**config.mk**
```make
export PLATFORM = sky130hd
export DESIGN_NAME = sn74165_flat
export DESIGN_NICKNAME = d
export VERILOG_FILES = /design/src/rtl/sn74165_if.sv /design/src/rtl/sn74165.sv /design/src/flat_wrapper.sv
export SDC_FILE = /design/constraint.sdc
export NUM_CORES = 1
export LEC_CHECK = 0
export ABC_AREA = 1
export CAP_MARGIN = 0
export CORE_AREA = 2 2 39 41
export CTS_BUF_LIST = sky130_fd_sc_hd__clkbuf_4 sky130_fd_sc_hd__clkbuf_8
export DETAILED_ROUTE_END_ITERATION = 6
export DIE_AREA = 0 0 41 43
export PLACE_DENSITY = 0.73
export SYNTH_ARGS = -nofsm -noshare
export SYNTH_HDL_FRONTEND = slang
export SYNTH_SLANG_ARGS = --single-unit
```
**constraint.sdc**
```tcl
create_clock -name CLK_DRV -period 1.4 [get_ports CLK_DRV]
set_input_delay 0.28 -clock CLK_DRV [delete_from_list [all_inputs] [get_ports CLK_DRV]]
set_output_delay 0.28 -clock CLK_DRV [all_outputs]
set_load 0.01 [all_outputs]
```
**src/rtl/sn74165_if.sv**
```systemverilog
// rtl/sn74165_if.sv - signal bundle for the SN74165 parallel-load serial-out shift register
// The bench drives the master side and the register drives the slave side.
interface sn74165_if #(
  parameter int WIDTH = 8
);
  logic             CLK;
  logic             CLK_INH;
  logic             SH_LD_N;
  logic             SER;
  logic [WIDTH-1:0] D;
  logic             QH;
  logic             QH_N;

  modport master (
    output CLK, CLK_INH, SH_LD_N, SER, D,
    input  QH, QH_N
  );

  modport slave (
    input  CLK, CLK_INH, SH_LD_N, SER, D,
    output QH, QH_N
  );
endinterface

```
**src/rtl/sn74165.sv**
```systemverilog
// rtl/sn74165.sv - SN74165 8-bit parallel-load, serial-out shift register on a fast clock
// The original CLK and CLK_INH are sampled as data and edge-detected against CLK_DRV.
module sn74165 #(
  parameter int WIDTH = 8
) (
  input  logic        CLK_DRV,
  input  logic        CLR_N,
  sn74165_if.slave    bus
);

  logic             w_gclk;
  logic             w_edge;
  logic [WIDTH-1:0] r_q;
  logic             r_gclk_prev;

  assign w_gclk = bus.CLK | bus.CLK_INH;
  assign w_edge = w_gclk & ~r_gclk_prev;

  // r_gclk_prev resets high so a gated clock already high at release is not an edge.
  always_ff @(posedge CLK_DRV or negedge CLR_N) begin
    if (!CLR_N) begin
      r_q         <= '0;
      r_gclk_prev <= 1'b1;
    end else begin
      r_gclk_prev <= w_gclk;
      if (!bus.SH_LD_N) begin
        r_q <= bus.D;
      end else if (w_edge) begin
        r_q <= {r_q[WIDTH-2:0], bus.SER};
      end
    end
  end

  assign bus.QH   = r_q[WIDTH-1];
  assign bus.QH_N = ~r_q[WIDTH-1];

endmodule

```
**src/flat_wrapper.sv**
```systemverilog
// flat-port wrapper written by rule: the top's interface ports become plain ports
module sn74165_flat 
#(
  parameter int WIDTH = 8
)
  (CLK_DRV, CLR_N, bus_CLK, bus_CLK_INH, bus_SH_LD_N, bus_SER, bus_D, bus_QH, bus_QH_N);
  sn74165_if #(.WIDTH(WIDTH)) bus_i ();
  input  logic CLK_DRV;
  input  logic CLR_N;
  input wire logic [$bits(bus_i.CLK)-1:0] bus_CLK;
  input wire logic [$bits(bus_i.CLK_INH)-1:0] bus_CLK_INH;
  input wire logic [$bits(bus_i.SH_LD_N)-1:0] bus_SH_LD_N;
  input wire logic [$bits(bus_i.SER)-1:0] bus_SER;
  input wire logic [$bits(bus_i.D)-1:0] bus_D;
  output wire logic [$bits(bus_i.QH)-1:0] bus_QH;
  output wire logic [$bits(bus_i.QH_N)-1:0] bus_QH_N;
  assign bus_i.CLK = bus_CLK;
  assign bus_i.CLK_INH = bus_CLK_INH;
  assign bus_i.SH_LD_N = bus_SH_LD_N;
  assign bus_i.SER = bus_SER;
  assign bus_i.D = bus_D;
  assign bus_QH = bus_i.QH;
  assign bus_QH_N = bus_i.QH_N;
  sn74165 #(.WIDTH(WIDTH)) u_core (.CLK_DRV(CLK_DRV), .CLR_N(CLR_N), .bus(bus_i));
endmodule
```
==> flow_metrics.py, run 1 <==
metrics = {
    "run_status": {
        "outcome": "finished, final reports clean",
    },
    "sta": {
        "finalSetupViolations": 0,
        "fin_hold_ws_ns": 0.3043,
        "finalClockSkew_ns": 0.008082,
        "tightest_slew_ns": 0.4053,
        "post-route-min-period_ns": 1.227,
        "hold_viol_final": 0,
        "fin_tns_setup_ns": 0,
        "fmax_ghz": 0.8151,
        "rsz0062_at_grt": "false",
        "max_slew_margin_pct": 72.90,
        "slew_violations": 0,
        "timing.final.crit_share_pct": 87.63,
    },
    "cts": {
        "numClockSinks": 9,
        "cts.path.max_buffers": 2,
        "root_buffer": "clkbuf_4",
        "cts_tree": "yes",
        "clk_pin_slew_ns": 0.06,
        "cts_buffers": 3,
        "cts_setup_buffers": 0,
        "h-tree-depth": 1,
        "clock_latency_ns": 0.27,
    },
    "layout": {
        "nets": 99,
        "area_growth_pct": 37.16,
        "nFillCells": 145,
        "postLayoutCoreUtil_pct": 49.73,
        "seqCellArea_um2": 226.5,
        "antennaDiodeCount": 0,
        "multi_input_area_um2": 203.9,
        "drive_above_1_share_pct": 11.90,
    },
    "floorplanning": {
        "start_util_pct": 36.26,
        "rows": 14,
        "io_pins": 16,
        "core_mm2": 0.001384,
        "die_h_um": 43,
        "dieArea_mm2": 0.001763,
        "die_x_um": 41,
    },
    "critical_path": {
        "criticalPathCategory": "reg2out",
        "r2r-end": "u_core.r_q[1]",
        "worstSetupEndpointType": "primary output",
        "r2r_setup_slack_ns": 0.38,
        "critPathLaunchType": "flip-flop",
        "cp.arrival_ns": 0.95,
        "cp_max_fo": 3,
        "critPathRequiredTime_ns": 1.12,
        "r2r_start": "u_core.r_gclk_prev",
        "setup.worst_path.start": "u_core.r_q[7]",
        "reg2reg_depth": 5,
    },
    "grt": {
        "grt_antenna_before_repair": 0,
        "grt_max_degree": 15,
        "overflow": 0,
        "track_usage_pct": 12.22,
        "grt_pass1_wl_mm": 1.462,
        "grt_pass1_vias": 387,
    },
    "routing": {
        "drtPass1Iterations": 4,
        "drt_iter0_drc": 5,
        "drc": 0,
        "wire_per_inst_um": 9.100,
        "ant_nets": 0,
        "wl_um": 910,
        "vias": 449,
        "vias_per_cell": 4.490,
    },
    "placement": {
        "place_congestion": 0.7272,
        "portBuffers": 15,
        "dp_hpwl_um": 704.2,
    },
    "flow_run": {
        "cap_violations": 0,
    },
    "power_and_ir_drop": {
        "total_power_mw": 0.6760,
        "power_frac_seq_pct": 46.0,
        "p_sw_mw": 0.1775,
        "power.internal_mw": 0.4986,
        "power.density_mw_per_mm2": 982.4,
        "clkPwrFrac_pct": 32.9,
        "combPwrFrac_pct": 21.1,
        "switching_share_pct": 26.25,
        "p_leak_nw": 0.3606,
        "irDropWorstVdd_mv": 0.5701,
    },
    "logic_synthesis": {
        "synth_warnings": 0,
        "ys_ff_latch": 9,
        "ys_seq_area_share_pct": 45.14,
        "synth_mux_area_share_pct": 0,
        "synth_xor_xnor_area_share_pct": 0,
        "syn_area_per_cell_um2": 7.719,
        "synthCells": 65,
        "synth.distinct_cells": 10,
        "synth_simple_gate_area_share_pct": 29.43,
        "synth_compound_area_share_pct": 11.22,
        "synthAdderAreaFrac_pct": 0,
        "synth_area_um2": 501.7,
        "synth_nets": 79,
        "synth_top_family_by_area": "simple AND/OR/NAND/NOR gates",
    },
    "hold_path": {
        "hold_class": "in2async",
    },
}
==> layout by cell type, fill, tap and decap left out <==
| cell type | Yosys | final |
|---|---|---|
| nand2_4 | 1 | 1 |
| dfrtp_1 | 8 | 8 |
| nand3_1 | 8 | 8 |
| nand2_1 | 24 | 24 |
| clkbuf_4 | 0 | 4 |
| dfstp_2 | 1 | 1 |
| clkdlybuf4s50_1 | 0 | 13 |
| dlygate4sd2_1 | 0 | 2 |
| o21ai_1 | 8 | 8 |
| buf_4 | 0 | 3 |
| inv_1 | 10 | 10 |
| or2_1 | 1 | 1 |
| o21ai_4 | 1 | 1 |
==> logic make-up (layout without fill, tap and decap cells) <==
group           count (synthesis)  in the layout
compound gates                  9              9
buf+inv                        13             32
flops                           9              9
simple gates                   34             34
==> flip-flops by register name, summed over array words and instances, names as in the netlist <==
name	cells
u_core.r_q	8
u_core.r_gclk_prev	1
==> final cells by class <==
cell class,count,share of cell area (%)
sequential,9,32.91
inverter,10,5.455
clock buffer,4,4.364
multi-input combinational,43,29.64
tap,16,2.909
timing repair buffer,18,24.73
==> power groups by stage <==
stage	combinational, mW	sequential (mW)	clock (mW)
floorplan	0.0817	0.313	0
global placement	0.147	0.315	0
detailed placement	0.150	0.315	0
CTS	0.145	0.311	0.232
global route	0.164	0.314	0.236
finish	0.143	0.311	0.222
==> metrics by stage <==
step                setup slack, ns  cells  instance area [um2]
floorplan                    0.4373     65                501.7
global placement            0.04577     96                660.6
detailed placement          0.03823     96                660.6
CTS                          0.1534    100                688.2
global route                 0.1064    100                688.2
finish                       0.1732    100                688.2
==> worst max-delay path by stage <==
stage	slack, ns	end
2_1_floorplan	0.44	u_core.r_q[7]
3_3_place_gp	0.05	u_core.r_q[1]
3_5_place_dp	0.04	u_core.r_q[1]
4_1_cts	0.15	bus_QH_N
5_1_grt	0.11	bus_QH_N
6_report	0.17	bus_QH_N
==> routing by layer <==
metal	wire length (um)	share of wire (%)	vias up	track usage, %
li1	-	-	238	-
met1	410	45	197	15.15
met2	421	46	11	18.75
met3	53	5.8	3	1.571
met4	25	2.7	0	8.000
met5	0	0	-	0
==> repair_timing <==
action,in CTS,in global routing
hold endpoints to repair,0,0
resized for setup,2,0
hold buffers,0,0
endpoints found under the setup margin,2,0
==> critical path: stages, from the launching register on <==
cell and delay, ns:
dfrtp_1 0.38, inv_1 0.05, dlygate4sd2_1 0.25
==> cells in the mapped netlist, drive strengths merged <==
| master | n | area, um2 |
|---|---|---|
| inv | 10 | 37.54 |
| dfstp | 1 | 26.28 |
| nand2 | 25 | 101.4 |
| o21ai | 9 | 56.31 |
| nand3 | 8 | 40.04 |
| buf | 3 | 33.78 |
| dfrtp | 8 | 200.2 |
| or2 | 1 | 6.260 |
Note: power is estimated with default switching activity, not from simulation.
==> inputs of run 2 (changes only) <==
CELL_PAD_IN_SITES_DETAIL_PLACEMENT = 0   (was default)
CELL_PAD_IN_SITES_GLOBAL_PLACEMENT = 1   (was default)
DONT_BUFFER_PORTS = 1   (was default)
PLACE_DENSITY = 0.74   (was 0.73)
REMOVE_ABC_BUFFERS = 1   (was default)
==> run 2 against run 1 <==
Die area unchanged. Worst setup slack improved by 0.15 ns. Utilization decreased by 12 points. Combinational power decreased by 44%. Highest routed layer is now met3. Clock power decreased by 4%. Register-to-register slack got worse by 0.02 ns. Final area decreased by 23%. Routed wire length decreased by 6.7%. Sequential share of layout area increased by 10 points. Sequential power about the same.
==> flow_metrics.py, run 2 (synthesis gave the netlist of run 1 again) <==
metrics = {
    "run_status": {
        "outcome": "finished, final reports clean",
    },
    "critical_path": {
        "worstSetupEndpointType": "primary output",
        "slowest_delay_ns": 0.43,
        "reg2reg_depth": 5,
        "r2r_setup_slack_ns": 0.36,
        "worst-path-stages": 1,
        "cp.arrival_ns": 0.79,
        "critPathRequiredTime_ns": 1.12,
        "setup.worst_path.start": "u_core.r_q[7]",
        "crit_chain": "inv_1",
        "critPathLaunchType": "flip-flop",
        "path_buf_inv": 1,
        "r2r-end": "u_core.r_q[7]",
        "endpoint": "bus_QH_N",
        "cp_top_family": "flip-flops",
        "r2r_start": "u_core.r_gclk_prev",
        "cp_max_fo": 3,
        "criticalPathCategory": "reg2out",
        "crit_slowest_cell": "dfrtp_1",
    },
    "layout": {
        "largest_register_ffs": 8,
        "final_cell_mix": "nand2_1 (24), inv_1 (10), o21ai_1 (8), nand3_1 (8), dfrtp_1 (8)",
        "antennaDiodeCount": 0,
        "final_common_cell": "nand2_1",
        "top_register": "u_core.r_q",
        "reg_top3": "u_core.r_q (8), u_core.r_gclk_prev (1)",
        "drive_above_1_share_pct": 10.45,
        "finalNonFillerCells": 83,
        "nets": 82,
        "area_growth_pct": 5.237,
    },
    "cts": {
        "cts.path.max_buffers": 2,
        "cts_setup_buffers": 0,
        "clock_latency_ns": 0.25,
        "clk_pin_slew_ns": 0.06,
        "h-tree-depth": 1,
        "cts_resized": 0,
        "root_buffer": "clkbuf_4",
        "cts_buffers": 3,
        "cts_tree": "yes",
        "numClockSinks": 9,
    },
    "flow_run": {
        "cap_violations": 0,
    },
    "placement": {
        "dp_hpwl_um": 604.7,
        "place_congestion": 0.6780,
        "dpl_worst_slack_ns": 0.3563,
        "dp_cells": 78,
        "portBuffers": 0,
    },
    "power_and_ir_drop": {
        "irDropWorstVdd_mv": 0.4459,
        "power.density_mw_per_mm2": 1149,
        "p_leak_nw": 0.2894,
    },
    "sta": {
        "finalSetupViolations": 0,
        "tightest_slew_ns": 0.4101,
        "setup_ws_ns": 0.3259,
        "fin_tns_setup_ns": 0,
        "max_slew_margin_pct": 72.57,
        "slew_violations": 0,
        "finalClockSkew_ns": 0.004664,
        "hold_viol_final": 0,
        "fmax_ghz": 0.9310,
        "rsz0062_at_grt": "false",
        "post-route-min-period_ns": 1.074,
        "timing.final.crit_share_pct": 76.72,
    },
    "routing": {
        "drt_iter0_drc": 6,
        "vias_per_cell": 4.651,
        "drc": 0,
        "drtPass1Iterations": 4,
        "wire_per_inst_um": 10.23,
        "wl_um": 849,
        "vias": 386,
        "ant_nets": 0,
    },
    "floorplanning": {
        "die_h_um": 43,
        "dieArea_mm2": 0.001763,
        "die_x_um": 41,
        "io_pins": 16,
        "core_mm2": 0.001384,
        "start_util_pct": 36.26,
        "rows": 14,
    },
    "grt": {
        "track_usage_pct": 11.55,
        "overflow": 0,
        "grt_antenna_before_repair": 0,
        "grt_pass1_wl_mm": 1.380,
        "grt_max_degree": 26,
        "grt_pass1_vias": 331,
    },
    "hold_path": {
        "hold_class": "in2reg",
    },
}
[run 2: cell types whose count changed in the layout (fill, tap and decap cells not counted), sizes merged]
cell | previous run | this run
dlygate4sd3 | 0 | 1
dlygate4sd2 | 2 | 0
clkdlybuf4s50 | 13 | 0
buf | 3 | 0
[run 2: through the flow]
step / util [%] / instance area (um2) / power [mW] / hold WS, ns
CTS: 38.16 / 528.0 / 0.6192 / 0.1299
floorplan: - / 467.9 / 0.3774 / -0.01559
global route: 38.16 / 528.0 / 0.6467 / 0.1339
finish: 38.16 / 528.0 / 0.6069 / 0.1373
global placement: 35.26 / 488.0 / 0.3915 / -0.01542
detailed placement: 35.26 / 488.0 / 0.3918 / -0.01542
[run 2: how the worst min path moves through the flow]
stage                                    end  slack (ns)  cells after the start     from
after floorplan                u_core.r_q[0]       -0.02                      0    CLR_N
after global placement         u_core.r_q[0]       -0.02                      0    CLR_N
after detailed placement       u_core.r_q[0]       -0.02                      0    CLR_N
after CTS                 u_core.r_gclk_prev        0.13                      1  bus_CLK
after global routing      u_core.r_gclk_prev        0.13                      1  bus_CLK
final                     u_core.r_gclk_prev        0.14                      1  bus_CLK
[run 2: report_power, final]
| group | switching, mW | internal [mW] |
|---|---|---|
| combinational | 0.0450 | 0.0347 |
| sequential | 0.0198 | 0.293 |
| clock | 0.0854 | 0.129 |
[run 2: cell type report]
cell class	instances	area [um2]
Tap cell	16	20.02
Clock buffer	4	30.03
Multi-Input combinational cell	43	203.9
Timing Repair Buffer	1	10.01
Sequential cell	9	226.5
Inverter	10	37.54
Fill cell	158	855.8
[run 2: routing by layer]
metal	vias to the layer above	GRT usage, %	share of wire, %
li1	204	-	-
met1	173	15.23	45
met2	9	16.25	52
met3	0	2.094	2.7
met4	0	8.000	0
met5	-	0	0
[run 2: repair_timing]
item | CTS | global route
hold endpoints to repair | 9 | 0
setup endpoints to repair | 0 | 0
hold buffers | 1 | 0
[run 2: worst register-to-register path: stages (launching register included)]
cell	delay (ns)
dfstp_2	0.51
inv_1	0.06
o21ai_4	0.12
nand2_4	0.12
nand2_1	0.08
nand2_1	0.04
